File: config.mk
export PLATFORM = sky130hd
export DESIGN_NAME = seg_scan
export DESIGN_NICKNAME = d
export VERILOG_FILES = /design/src/rtl/seg_pkg.sv /design/src/rtl/seg_decode.sv /design/src/rtl/seg_scan.sv
export SDC_FILE = /design/constraint.sdc
export NUM_CORES = 1
export LEC_CHECK = 0
export CORE_ASPECT_RATIO = 1.25
export CORE_MARGIN = 2
export CORE_UTILIZATION = 64
export CTS_BUF_LIST = sky130_fd_sc_hd__clkbuf_16
export DETAILED_ROUTE_END_ITERATION = 6
export DONT_BUFFER_PORTS = 1
export GPL_ROUTABILITY_DRIVEN = 0
export HOLD_SLACK_MARGIN = 0.15
export PLACE_DENSITY = 0.85
export SLEW_MARGIN = 20
export SYNTH_ARGS = -nofsm -noshare
export SYNTH_HDL_FRONTEND = slang
export SYNTH_SLANG_ARGS = --single-unit
File: constraint.sdc
create_clock -name clk -period 7.4 [get_ports clk]
set_input_delay 1.48 -clock clk [delete_from_list [all_inputs] [get_ports clk]]
set_output_delay 1.48 -clock clk [all_outputs]
set_load 0.03 [all_outputs]
File: src/rtl/seg_pkg.sv
// seg_pkg: shared types and constants for the seg_scan multiplexed 7-segment driver.
package seg_pkg;

  typedef enum logic {IDLE, SCAN} state_e;

  localparam logic [6:0] SEG_OFF = 7'h7F;
  localparam logic [7:0] EN_OFF  = 8'hFF;

  // Active-low a..g patterns (a = bit 6), entry n is the glyph for nibble n.
  localparam logic [15:0][6:0] SEG_TABLE = {
    7'h38, 7'h30, 7'h42, 7'h31, 7'h60, 7'h08, 7'h04, 7'h00,
    7'h0F, 7'h20, 7'h24, 7'h4C, 7'h06, 7'h12, 7'h4F, 7'h01
  };

  function automatic logic [6:0] segLookup(input logic [3:0] nibble);
    return SEG_TABLE[nibble];
  endfunction

endpackage

File: src/rtl/seg_decode.sv
// seg_decode: combinational hex nibble to active-low 7-segment pattern.
module seg_decode
  import seg_pkg::*;
(
  input  logic [3:0] nibble_i,
  output logic [6:0] seg_o
);

  assign seg_o = segLookup(nibble_i);

endmodule

File: src/rtl/seg_scan.sv
// seg_scan: time-multiplexed 7-segment driver that displays a per-frame snapshot.
// Optional brightness control (bright port, 8-phase PWM per slot) with SEG_DIM_EN.
module seg_scan
  import seg_pkg::*;
#(
  parameter int DIGITS = 4,
  parameter int DIV    = 16384
) (
  input  logic                clk,
  input  logic                rst_n,
  input  logic [4*DIGITS-1:0] num,
  input  logic [DIGITS-1:0]   dp_in,
  input  logic [DIGITS-1:0]   blank,
`ifdef SEG_DIM_EN
  input  logic [2:0]          bright,
`endif
  output logic [6:0]          y,
  output logic                dp,
  output logic [DIGITS-1:0]   en,
  output logic                frame_start
);

  localparam int CW = $clog2(DIV);
  localparam int IW = (DIGITS > 1) ? $clog2(DIGITS) : 1;
  localparam logic [CW-1:0]     CNT_MAX = CW'(DIV - 1);
  localparam logic [IW-1:0]     IDX_MAX = IW'(DIGITS - 1);
  localparam logic [DIGITS-1:0] EN_ALL  = DIGITS'(EN_OFF);

  state_e              state_q, state_d;
  logic [CW-1:0]       cnt_q, cnt_d;
  logic [IW-1:0]       idx_q, idx_d;
  logic [4*DIGITS-1:0] snapNum_q, snapNum_d;
  logic [DIGITS-1:0]   snapDp_q, snapDp_d;
  logic [DIGITS-1:0]   snapBlank_q, snapBlank_d;
  logic [DIGITS-1:0]   selEn_q, selEn_d;
  logic [6:0]          y_q, y_d;
  logic                dp_q, dp_d;
  logic                fs_q, fs_d;
  logic                tick, frameTick;
  logic [3:0]          nibbleSel;
  logic [6:0]          segPat;
  logic                dpSel, blankSel;

  assign tick      = (cnt_q == CNT_MAX);
  assign cnt_d     = tick ? '0 : cnt_q + 1'b1;
  assign frameTick = tick && ((state_q == IDLE) || (idx_q == IDX_MAX));

  // The _d snapshot already holds the live inputs on the capture tick, so digit 0 sees them at once.
  assign snapNum_d   = frameTick ? num   : snapNum_q;
  assign snapDp_d    = frameTick ? dp_in : snapDp_q;
  assign snapBlank_d = frameTick ? blank : snapBlank_q;

  assign nibbleSel = 4'(snapNum_d >> {idx_d, 2'b00});
  assign dpSel     = 1'(snapDp_d >> idx_d);
  assign blankSel  = 1'(snapBlank_d >> idx_d);

  seg_decode u_decode (
    .nibble_i (nibbleSel),
    .seg_o    (segPat)
  );

  always_ff @(posedge clk or negedge rst_n) begin
    if (!rst_n) begin
      state_q     <= IDLE;
      cnt_q       <= '0;
      idx_q       <= '0;
      snapNum_q   <= '0;
      snapDp_q    <= '0;
      snapBlank_q <= '0;
    end else begin
      state_q     <= state_d;
      cnt_q       <= cnt_d;
      idx_q       <= idx_d;
      snapNum_q   <= snapNum_d;
      snapDp_q    <= snapDp_d;
      snapBlank_q <= snapBlank_d;
    end
  end

  always_comb begin
    state_d = state_q;
    idx_d   = idx_q;
    if (tick) begin
      state_d = SCAN;
      idx_d   = frameTick ? '0 : idx_q + 1'b1;
    end
  end

  always_comb begin
    selEn_d = selEn_q;
    y_d     = y_q;
    dp_d    = dp_q;
    fs_d    = 1'b0;
    if (tick) begin
      fs_d = frameTick;
      if (blankSel) begin
        selEn_d = EN_ALL;
        y_d     = SEG_OFF;
        dp_d    = 1'b1;
      end else begin
        selEn_d = ~(DIGITS'(1) << idx_d);
        y_d     = segPat;
        dp_d    = ~dpSel;
      end
    end
  end

  always_ff @(posedge clk or negedge rst_n) begin
    if (!rst_n) begin
      selEn_q <= EN_ALL;
      y_q     <= SEG_OFF;
      dp_q    <= 1'b1;
      fs_q    <= 1'b0;
    end else begin
      selEn_q <= selEn_d;
      y_q     <= y_d;
      dp_q    <= dp_d;
      fs_q    <= fs_d;
    end
  end

  assign y           = y_q;
  assign dp          = dp_q;
  assign frame_start = fs_q;

`ifdef SEG_DIM_EN
  localparam int PH = DIV / 8;
  localparam int PW = (PH > 1) ? $clog2(PH) : 1;
  localparam logic [PW-1:0] PH_MAX = PW'(PH - 1);

  logic [PW-1:0]     phCnt_q, phCnt_d;
  logic [2:0]        phase_q, phase_d;
  logic [2:0]        bright_q, brightEff;
  logic [DIGITS-1:0] en_q, en_d;

  // Each slot restarts at phase 0 and steps through 8 phases of DIV/8 cycles.
  always_comb begin
    phCnt_d = phCnt_q + 1'b1;
    phase_d = phase_q;
    if (tick) begin
      phCnt_d = '0;
      phase_d = '0;
    end else if (phCnt_q == PH_MAX) begin
      phCnt_d = '0;
      phase_d = phase_q + 1'b1;
    end
  end

  assign brightEff = tick ? bright : bright_q;
  assign en_d      = (phase_d <= brightEff) ? selEn_d : EN_ALL;

  always_ff @(posedge clk or negedge rst_n) begin
    if (!rst_n) begin
      phCnt_q  <= '0;
      phase_q  <= '0;
      bright_q <= '0;
      en_q     <= EN_ALL;
    end else begin
      phCnt_q  <= phCnt_d;
      phase_q  <= phase_d;
      bright_q <= brightEff;
      en_q     <= en_d;
    end
  end

  assign en = en_q;
`else
  assign en = selEn_q;
`endif

endmodule

==> impl_results.md <==
- TritonCTS clock tree: built
- Synth warn: 0
- Pin count of the biggest net entering global routing: 55
- Post-route minimum period: roughly 4100 ps
- Worst VDD drop: 0.000109 V
- Non-Filler Instances: ~280
- Io pins: 39
- Share of cells above drive strength 1: 0.239
- Slew Limit Fails: 0
- Hold_buf cts: 0
- Layout net count: around 260
- CTS Sinks: between 50 and 60
- CP Cell Sequence: ha_1, nand4_2, nor2_1, nor4bb_4, buf_4, mux2_2, mux2i_1, mux2i_1, inv_1, ha_1, mux2i_1, o221ai_1, o21a_1
- Worst Max-Slew Pin Slew: approximately 900 ps
- Post-cts resize count: 0
- Layout Utilization: 0.704
- Via/cell ratio: ~5.8
- Max-capacitance violation count: 0
- Max stage delay cell, worst path: nor4bb_4
- Design area: roughly 2800 um2
- Status: finished, final reports clean
- CP Launch Type: flop
- Vias in the first global route: 1589
- H-Tree Depth: 2
- P per Cell Area: around 180 nW/um2
- Hold Crit Class: flop to flop
- Cell mode on critical path: mux2i_1
- CTS Buffer Depth: 2
- Diodes inserted: 0
- Clock Latency Late Sink: roughly 290 ps
- Gr ovfl total: 0
- Fin crit share: 0.560
- Area Growth Syn to Fin: 7.54%
- Post-Synthesis Cell Area: approximately 2600 um2
- Critical Path RT: 7630 ps
- TNS Setup: 0 ps
- RSZ-0062 raised after global routing: no
- Register area share after synthesis: 0.518
- Iter 0 DRT Violations: 65
- Leakage: between 1 and 1.5 nW
- Port bufs: 0
- Placed Instance Area: ~2700 um2
- Initial Util: 0.654
- Global-route wire length before repair: between 7000 and 8000 um
- Syn_nets: between 200 and 300
- Max Freq: approximately 0.24 GHz
- Initial antenna violation count: 0
- Overall Power: just over 0.0005 W
- Cell count after placement: between 200 and 300
- Setup violators final: 0
- Crit-path max FO: 14
- Die height: 75.8 um
- Postcts setup bufs: 0
- CP Capture Type: flop
- # fillers: 312
- Overall Global Routing Usage: 0.220
- Routed WL per cell: about 17 um
- #FFs+latches synth: between 50 and 60
- Detail Route Antenna Nets: 0
- Avg Cell Area, Syn: around 12 um2
- Rows: 26
- Endpoints failing hold: 0
- Via count: between 1500 and 2000
- Clock root cell: clkbuf_16
- DRC: 0
- WL final: about 4700 um
- Combined area of the multi-input logic cells: approximately 1200 um2
- Worst-path clk slew: roughly 70 ps
- Die area: between 4000 and 5000 um2
- Die Wd: slightly above 60 um
- DPL Wire Length: 3380 um
- Core area: slightly above 4000 um2
- Worst EP arrival: ~4400 ps
- Worst Clk Skew: 6.55 ps
- Synth cell types: 40
- Register area: 1370 um2
- Num CTS Buffers: 5
- Relative slew slack: 0.402
- Slowest cell delay on critical path: around 880 ps
- Post-Synthesis Cells: between 200 and 250
- DR pass1 iterations: 4
- Worst Setup Path Type: flop to flop
## worst max-delay path: cells and delay by family (launching register included)
kind	cells	cell delay, ps
AOI/OAI and AO/OA	2	380
adders and majority gates	2	520
muxes	4	890
buffers and inverters	2	570
DFF	1	390
and+or+nand+nor	3	1350
## synth_stat cells
master / count / area [um2]
mux2i_1: 20 / 200
buf_6: 1 / 11.3
mux2_2: 23 / 259
or2_0: 1 / 6.26
nor4b_1: 1 / 8.76
or3_1: 1 / 6.26
o211ai_1: 1 / 7.51
and2_1: 2 / 12.5
a21oi_1: 6 / 30.0
nand2b_1: 3 / 18.8
o21ai_0: 1 / 5.00
inv_1: 7 / 26.3
a22oi_2: 1 / 12.5
nand3_1: 9 / 45.0
nor2_1: 19 / 71.3
clkbuf_1: 2 / 7.51
o21a_1: 5 / 37.5
xnor2_1: 6 / 52.6
o21ai_2: 1 / 8.76
mux2_1: 1 / 11.3
nor4_4: 1 / 21.3
o221ai_1: 2 / 17.5
buf_2: 4 / 20.0
nand2_1: 5 / 18.8
dfstp_2: 12 / 315
and3_1: 4 / 25.0
or2_2: 2 / 12.5
nor2b_1: 4 / 25.0
nor3b_1: 1 / 7.51
nand4_2: 1 / 12.5
nand4_1: 3 / 18.8
dfrtp_1: 42 / 1050
a31oi_1: 4 / 25.0
nor4bb_1: 1 / 10.0
ha_1: 8 / 100
xor2_1: 7 / 61.3
mux2i_4: 1 / 22.5
o2111ai_1: 2 / 17.5
nor3_1: 2 / 10.0
clkinv_2: 2 / 10.0
## final timing paths
| kind | slack [ps] | end | startpoint | depth (start not counted) |
|---|---|---|---|---|
| hold / removal | 470 | state_q$_DFFE_PN0N_ | state_q$_DFFE_PN0N_ | 1 |
| hold reg to reg | 470 | state_q$_DFFE_PN0N_ | state_q$_DFFE_PN0N_ | 1 |
| setup / recovery | 3260 | y[1]$_DFFE_PN1N_ | cnt_q[0]$_DFF_PN0_ | 13 |
| max in group asynchronous | 6340 | y[0]$_DFFE_PN1N_ | rst_n | 0 |
| min in group asynchronous | 880 | cnt_q[12]$_DFF_PN0_ | rst_n | 0 |
| setup reg to reg | 3260 | y[1]$_DFFE_PN1N_ | cnt_q[0]$_DFF_PN0_ | 13 |
## logic make-up after synthesis
logic type	count (synthesis)	share of synthesized area
flip-flops	54	0.518
multiplexers	45	0.187
AO/OA/AOI/OAI	23	0.0611
AND/OR/NAND/NOR	60	0.125
buffers and inverters	16	0.0284
XOR/XNOR	13	0.0431
adder cells (fa/ha/maj)	8	0.0379
## metal layers
| metal | vias up | global-route usage | wire (um) |
|---|---|---|---|
| met5 | - | 0 | 0 |
| met1 | 789 | 0.282 | 1920 |
| met3 | 7 | 0.0407 | 186 |
| met2 | 40 | 0.362 | 2520 |
| met4 | 0 | 0.0993 | 96 |
| li1 | 772 | - | - |
## metrics by stage
step           worst slack (ps)  hold slack, ps
2_1_floorplan              3950             431
3_3_place_gp               3440             454
3_5_place_dp               3310             457
4_1_cts                    3280             472
5_1_grt                    2900             492
6_report                   3260             472
## layout make-up
class / instances / share of cell area
Clock buffer: 5 / 0.0441
Clock inverter: 3 / 0.00441
Inverter: 9 / 0.0128
Multi-Input combinational cell: 149 / 0.428
Sequential cell: 54 / 0.481
Tap cell: 56 / 0.0247
Timing Repair Buffer: 2 / 0.00529
## sequential cells by signal, summed over array words and instances, names as in the netlist
signal and flops:
snapNum_q 16, cnt_q 14, y 7, en 4, snapBlank_q 4, snapDp_q 4
idx_q 2, dp 1, frame_start 1, state_q 1
## cell usage in the layout (no fill, tap or decap), drive strengths merged, types with 5 or more instances in the layout
| cell | Yosys | final |
|---|---|---|
| clkbuf | 2 | 5 |
| xnor2 | 6 | 6 |
| nand3 | 9 | 9 |
| mux2 | 24 | 24 |
| mux2i | 21 | 21 |
| nand2 | 5 | 5 |
| inv | 7 | 8 |
| xor2 | 7 | 7 |
| a21oi | 6 | 6 |
| dfstp | 12 | 12 |
| o21a | 5 | 5 |
| nor2 | 19 | 19 |
| dfrtp | 42 | 42 |
| ha | 8 | 8 |
## report_power, final
group          leakage, nW  switching [W]  internal [W]
registers            0.698              0      0.000296
logic                0.539    0.000000105   0.000000187
clock network       0.0724      0.0000971      0.000122
Power figures use the tool's default switching activity.
